`config.mk`:
```
export PLATFORM = sky130hd
export DESIGN_NAME = jtag_tap_datapath
export DESIGN_NICKNAME = d
export VERILOG_FILES = /design/src/rtl/jtag_tap_datapath.sv
export SDC_FILE = /design/constraint.sdc
export NUM_CORES = 1
export LEC_CHECK = 0
export CAP_MARGIN = 25
export CORE_MARGIN = 2
export CORE_UTILIZATION = 40
export CTS_CLUSTER_DIAMETER = 100
export DETAILED_ROUTE_END_ITERATION = 10
export PLACE_DENSITY_LB_ADDON = 0.25
export REMOVE_ABC_BUFFERS = 1
export SLEW_MARGIN = 20
export SYNTH_ARGS = -nofsm -noshare
export SYNTH_HDL_FRONTEND = slang
export SYNTH_SLANG_ARGS = --single-unit
```
`constraint.sdc`:
```
create_clock -name TCK -period 4.4 [get_ports TCK]
set_clock_uncertainty 0.1 [all_clocks]
set_input_delay 0.66 -clock TCK [delete_from_list [all_inputs] [get_ports TCK]]
set_output_delay 0.66 -clock TCK [all_outputs]
set_load 0.05 [all_outputs]
```
`src/rtl/jtag_tap_datapath.sv`:
```
// JTAG TAP datapath: instruction register chain, BYPASS/IDCODE/USER data
// registers and the serial TDO mux. Consumes the 4-bit TAP state from the
// upstream TAP controller; all state changes on posedge TCK.
//
// Ports:
//   TCK      - test clock
//   TRST     - synchronous active-high reset
//   STATE    - current TAP controller state
//   TDI      - serial data in
//   user_in  - parallel value captured into the USER DR on CAP_DR
//   TDO      - serial data out (0 outside the shift states)
//   TDO_EN   - high in SHIFT_DR / SHIFT_IR
//   IR       - active instruction
//   user_out - USER DR update latch
//   user_upd - one-cycle pulse after a USER update
module jtag_tap_datapath #(
    parameter int unsigned     IR_W       = 4,
    parameter int unsigned     USER_W     = 8,
    parameter logic [31:0]     IDCODE_VAL = 32'h1234_5677,
    parameter logic [IR_W-1:0] OP_IDCODE  = IR_W'(4'b0001),
    parameter logic [IR_W-1:0] OP_USER    = IR_W'(4'b0010)
) (
    input  logic              TCK,
    input  logic              TRST,
    input  logic [3:0]        STATE,
    input  logic              TDI,
    input  logic [USER_W-1:0] user_in,
    output logic              TDO,
    output logic              TDO_EN,
    output logic [IR_W-1:0]   IR,
    output logic [USER_W-1:0] user_out,
    output logic              user_upd
);

    typedef enum logic [3:0] {
        StTlr     = 4'h0,
        StRti     = 4'h1,
        StSelDr   = 4'h2,
        StCapDr   = 4'h3,
        StShiftDr = 4'h4,
        StExit1Dr = 4'h5,
        StPauseDr = 4'h6,
        StExit2Dr = 4'h7,
        StUpdDr   = 4'h8,
        StSelIr   = 4'h9,
        StCapIr   = 4'hA,
        StShiftIr = 4'hB,
        StExit1Ir = 4'hC,
        StPauseIr = 4'hD,
        StExit2Ir = 4'hE,
        StUpdIr   = 4'hF
    } tap_state_e;

    typedef enum logic [1:0] {
        SelBypass,
        SelIdcode,
        SelUser
    } dr_sel_e;

    tap_state_e tap_st;
    dr_sel_e    dr_sel;

    logic [IR_W-1:0]   ir_q, ir_d;
    logic [IR_W-1:0]   ir_sr_q, ir_sr_d;
    logic              bypass_sr_q, bypass_sr_d;
    logic [31:0]       idcode_sr_q, idcode_sr_d;
    logic [USER_W-1:0] user_sr_q, user_sr_d;
    logic [USER_W-1:0] user_out_q, user_out_d;
    logic              user_upd_q, user_upd_d;

    assign tap_st = tap_state_e'(STATE);

    // Undefined opcodes (including all-ones) fall through to BYPASS.
    always_comb begin
        dr_sel = SelBypass;
        if (ir_q == OP_IDCODE) begin
            dr_sel = SelIdcode;
        end else if (ir_q == OP_USER) begin
            dr_sel = SelUser;
        end
    end

    always_comb begin
        ir_d        = ir_q;
        ir_sr_d     = ir_sr_q;
        bypass_sr_d = bypass_sr_q;
        idcode_sr_d = idcode_sr_q;
        user_sr_d   = user_sr_q;
        user_out_d  = user_out_q;
        user_upd_d  = 1'b0;

        case (tap_st)
            StTlr: begin
                ir_d = OP_IDCODE;
            end
            StCapIr: begin
                ir_sr_d      = '0;
                ir_sr_d[1:0] = 2'b01;
            end
            StShiftIr: begin
                ir_sr_d = {TDI, ir_sr_q[IR_W-1:1]};
            end
            StUpdIr: begin
                ir_d = ir_sr_q;
            end
            StCapDr: begin
                case (dr_sel)
                    SelIdcode: idcode_sr_d = IDCODE_VAL;
                    SelUser:   user_sr_d   = user_in;
                    default:   bypass_sr_d = 1'b0;
                endcase
            end
            StShiftDr: begin
                case (dr_sel)
                    SelIdcode: idcode_sr_d = {TDI, idcode_sr_q[31:1]};
                    SelUser:   user_sr_d   = {TDI, user_sr_q[USER_W-1:1]};
                    default:   bypass_sr_d = TDI;
                endcase
            end
            StUpdDr: begin
                if (dr_sel == SelUser) begin
                    user_out_d = user_sr_q;
                    user_upd_d = 1'b1;
                end
            end
            default: begin
            end
        endcase
    end

    always_ff @(posedge TCK) begin
        if (TRST) begin
            ir_q        <= OP_IDCODE;
            ir_sr_q     <= '0;
            bypass_sr_q <= 1'b0;
            idcode_sr_q <= '0;
            user_sr_q   <= '0;
            user_out_q  <= '0;
            user_upd_q  <= 1'b0;
        end else begin
            ir_q        <= ir_d;
            ir_sr_q     <= ir_sr_d;
            bypass_sr_q <= bypass_sr_d;
            idcode_sr_q <= idcode_sr_d;
            user_sr_q   <= user_sr_d;
            user_out_q  <= user_out_d;
            user_upd_q  <= user_upd_d;
        end
    end

    always_comb begin
        TDO = 1'b0;
        if (tap_st == StShiftIr) begin
            TDO = ir_sr_q[0];
        end else if (tap_st == StShiftDr) begin
            case (dr_sel)
                SelIdcode: TDO = idcode_sr_q[0];
                SelUser:   TDO = user_sr_q[0];
                default:   TDO = bypass_sr_q;
            endcase
        end
    end

    assign TDO_EN   = (tap_st == StShiftDr) || (tap_st == StShiftIr);
    assign IR       = ir_q;
    assign user_out = user_out_q;
    assign user_upd = user_upd_q;

endmodule
```
; Yosys cells after proc, flatten, opt, wreduce, memory -nomap -nowiden
; Cells that the tools add are included.
[classes]
div = 0
magnitude_cmp = 0
n_bitwise = 1
shift = 0
reduce_logical = 11
n_addsub = 0
n_mul = 0
n_mux = 17
n_eq_ne = 16
[ops]
columns = op, count
row1 = 32-bit two-way mux, 2
row2 = 32-bit one-hot mux with 2 select lines, 1
row3 = "4-bit == test, second input constant", 4
row4 = 8-bit two-way mux, 2
row5 = 4-bit one-hot mux with 2 select lines, 2
row6 = 8-bit one-hot mux with 2 select lines, 1
row7 = "2-bit inequality test, second input constant", 5
row8 = 3-bit AND reduction, 3
row9 = "4-bit by 2-bit == test with 1-bit output, second input constant", 2
row10 = 2-bit nonzero test, 3
row11 = 1-bit two-way mux, 5
row12 = "4-bit by 1-bit == test with 1-bit output, second input constant", 1
row13 = "4-bit by 3-bit == test with 1-bit output, second input constant", 1
row14 = 4-bit zero test, 1
row15 = 2-bit two-way mux, 2
row16 = 1-bit one-hot mux with 2 select lines, 2
row17 = 2-bit OR reduction, 2
row18 = "2-bit by 1-bit == test with 1-bit output, second input constant", 1
row19 = "2-bit == test, second input constant", 1
row20 = "2-bit by 1-bit inequality test with 1-bit output, second input constant", 1
row21 = 2-bit AND reduction, 1
row22 = 1-bit logical OR, 1
row23 = 1-bit inverter, 1
[word_totals]
mem_count = 0
latch_bits = 0
mem_bits_rw = 0
ff_bits = 58
output_inout_bits = 15
mem_bits_ro = 0

; Logic depth before layout (Yosys ltp)
[logic_depth]
ltp_word = 7
mapped_depth = 8
depth_no_buf = 4

; Worst setup path after synthesis
; Ideal clock, no wire load.
[synth_timing]
path_type = input-to-output
startpoint = input STATE[0]
endpoint = output TDO
t_required_ps = 3640
slack_ps = 1260
arrival_ps = 2380
stages = 5
n_path_buf = 3
cell_sequence = buf_6 or4b_4 buf_6 clkbuf_1 o22ai_1
[synth_between]
elab_chain_cells = 3
elab_cells_between_ends = 4
[synth_rtl]
columns = element, line_no
row1 = start: declaration, 25  ; input logic [3:0] STATE,
row2 = 4-bit by 3-bit == test with 1-bit output, 155  ; end else if (tap_st == StShiftDr) begin
row3 = 1-bit two-way mux, 155
row4 = 1-bit two-way mux (*), 153  ; if (tap_st == StShiftIr) begin
row5 = end: declaration, 28  ; output logic TDO,
; Every way passes the cells marked *; elsewhere a longest branch is shown, timed or not.

; Worst setup path in the final report
; Same ends and word-level chain as after synthesis.

==> impl_metrics.toml <==
[clock_tree]
htreeDepth = 3
cts_resized = 0
hold_buffers = 0
worstSkewPairLatency_ns = 0.33
cts_buffer_depth = 2
clkTransAtPathRegs_ns = 0.06
post-cts-setup-buffer-count = 0
cts.sinks = 58
cts_tree = "yes"
cts-root-buf = "clkbuf_8"
cts_inserted_buffers = 9

[yosys]
yosysSeqAreaShare = 0.505
ys_async_sr_fraction = 0
ys_ff_latch = 58
yosysWarnings = 0
synth_cell_types = 37
synth_common_cells = "nor2_1, dfxtp_1, nand2_1"
synthFlopType = "dfxtp_1"
postSynthAreaPerCell_um2 = 8.98
yosysTopAreaCell = "dfxtp_1"
synth.cell_area_um2 = 2300
synthTopCellsByArea = "dfxtp_1, nor2_1, a22oi_1, mux2i_1, nor3_1"
netlist_instances = 256
synth-edff-count = 0
synth_most_common_cell = "nor2_1"
yosys.area.top_type_share = 0.505

[sta]
min_period_ns = 3.72
hold_viol = 0
setup_viol = 0
slew_headroom = 0.565
tns_ns = 0
rsz0062_at_grt = "false"
slew_viol_final = 0
finalCritPeriodShare = 0.845
tightest_slew_ns = 0.651
fin_ws_ns = 0.681
fmax_ghz = 0.269

[power]
clock_power_share = 0.438
pwr-share-seq = 0.500
swShare = 0.217
p_int_uw = 847
p_leak_uw = 0.00106
peakVddDrop_v = 0.000255
power_switching_uw = 235
power.density_nw_per_um2 = 388
power_frac_comb = 0.062

[detailed_routing]
viasPerCell = 5.18
first_pass_iters = 4
antenna_left = 0
route.detailed.drc = 0
wl_um = 4510
drtIter0Drc = 100
wl_per_cell_um = 12.7
vias = 1838

[status]
outcome = "completed"

[placed_design]
place_hpwl_um = 2820
portBuffers = 29
gp_congestion = 0.737
dpl_worst_slack_ns = 0.686
numPlacedInstances = 340

[setup_path]
end_kind = "primary output"
rr_worst_depth = 4
worst-endpoint-arrival_ns = 2.96
cp.required_ns = 3.64
worstSetupPathType = "in -> out"
crit_fanout = 14
crit_path_start_kind = "input pin"

[job]
drv_cap = 0

[floorplanning]
core_um2 = 5540
initial_core_util = 0.415
io_pins = 30
rows = 27
die_area_um2 = 6370
die-width_um = 79.8
fp.dieH_um = 79.8

[grt]
overflow = 0
antenna_found_initial = 0
grt_max_degree = 60
grt_pass1_vias = 1615
grt_pass1_wl_um = 7480
grtUsageTotal = 0.152

[layout]
syn2layout_area_growth_pct = 21.3
fillers = 536
drive_gt1_frac = 0.0954
fin_nets = 295
layout.cells.non_filler = 355
diodes = 0

[hold_path]
hp-class = "reg -> reg"
whs_path_depth = 2
## worst paths after layout
kind,start,to,slack [ns]
min,ir_sr_q[3],ir_sr_q[3],0.38
min reg2reg,ir_sr_q[3],ir_sr_q[3],0.38
max,STATE[0],TDO,0.68
max reg2reg,IR[1],user_sr_q[2],2.41
## through the flow
stage / cell area (um^2) / hold slack (ns) / utilization / total power (uW)
after global routing: 2790 / 0.395 / 0.504 / 1130
after CTS: 2770 / 0.381 / 0.500 / 1100
after global placement: 2580 / 0.364 / 0.465 / 617
final: 2790 / 0.375 / 0.504 / 1080
after detailed placement: 2580 / 0.373 / 0.465 / 617
after floorplan: 2190 / 0.339 / - / 584
## layout by cell type, fill, tap and decap left out, types with 2 or more instances in the layout
master,synthesis,final
mux2i_1,9,9
clkbuf_8,0,11
dfxtp_1,58,58
nor3_1,16,16
clkdlybuf4s50_1,0,28
a21oi_1,4,4
nand2b_1,3,3
a22oi_2,2,2
nor4b_2,1,2
nor2b_1,3,3
clkinv_2,0,2
a311oi_1,6,6
o22ai_1,2,2
and2_1,2,2
nand4_1,2,2
nor2_1,71,71
a22oi_1,18,18
nand2_1,21,21
nand3_1,4,4
## logic make-up after synthesis
group	synth area share
compound gates	0.155
simple gates	0.254
buf+inv	0.0479
mux	0.0392
flops	0.505
## worst max-delay path, stage by stage
cell and delay (ns):
clkdlybuf4s50_1 0.59, or4b_4 0.68, o22ai_1 0.20, clkdlybuf4s50_1 0.82
## area by class of cell
type,count,area (um^2),share of cell area
flip-flops and latches,58,1160,0.416
well taps,72,90.1,0.0323
multi-input cells,180,1030,0.371
clock inverters,3,40.0,0.0143
clock buffers,11,151,0.0543
repair buffers,31,313,0.112
## power groups by stage
stage	Combinational (uW)	Clock (uW)	Sequential (uW)
2_1_floorplan	31.8	0	552
3_3_place_gp	64.8	0	552
3_5_place_dp	65.0	0	552
4_1_cts	65.5	491	541
5_1_grt	74.0	514	541
6_report	67.2	474	541
## per-layer routing
metal	part of all wire	vias to the layer above	GRT usage
li1	-	937	-
met2	0.45	45	0.239
met1	0.48	850	0.181
met4	0.015	0	0.0678
met3	0.054	6	0.0633
met5	0	-	0
## flip-flops by register name (all words and copies together), names as in the netlist
signal       count
user_out         8
bypass_sr_q      1
ir_sr_q          4
user_sr_q        8
user_upd         1
idcode_sr_q     32
IR               4
No activity file was read; power rests on OpenSTA's default activity.
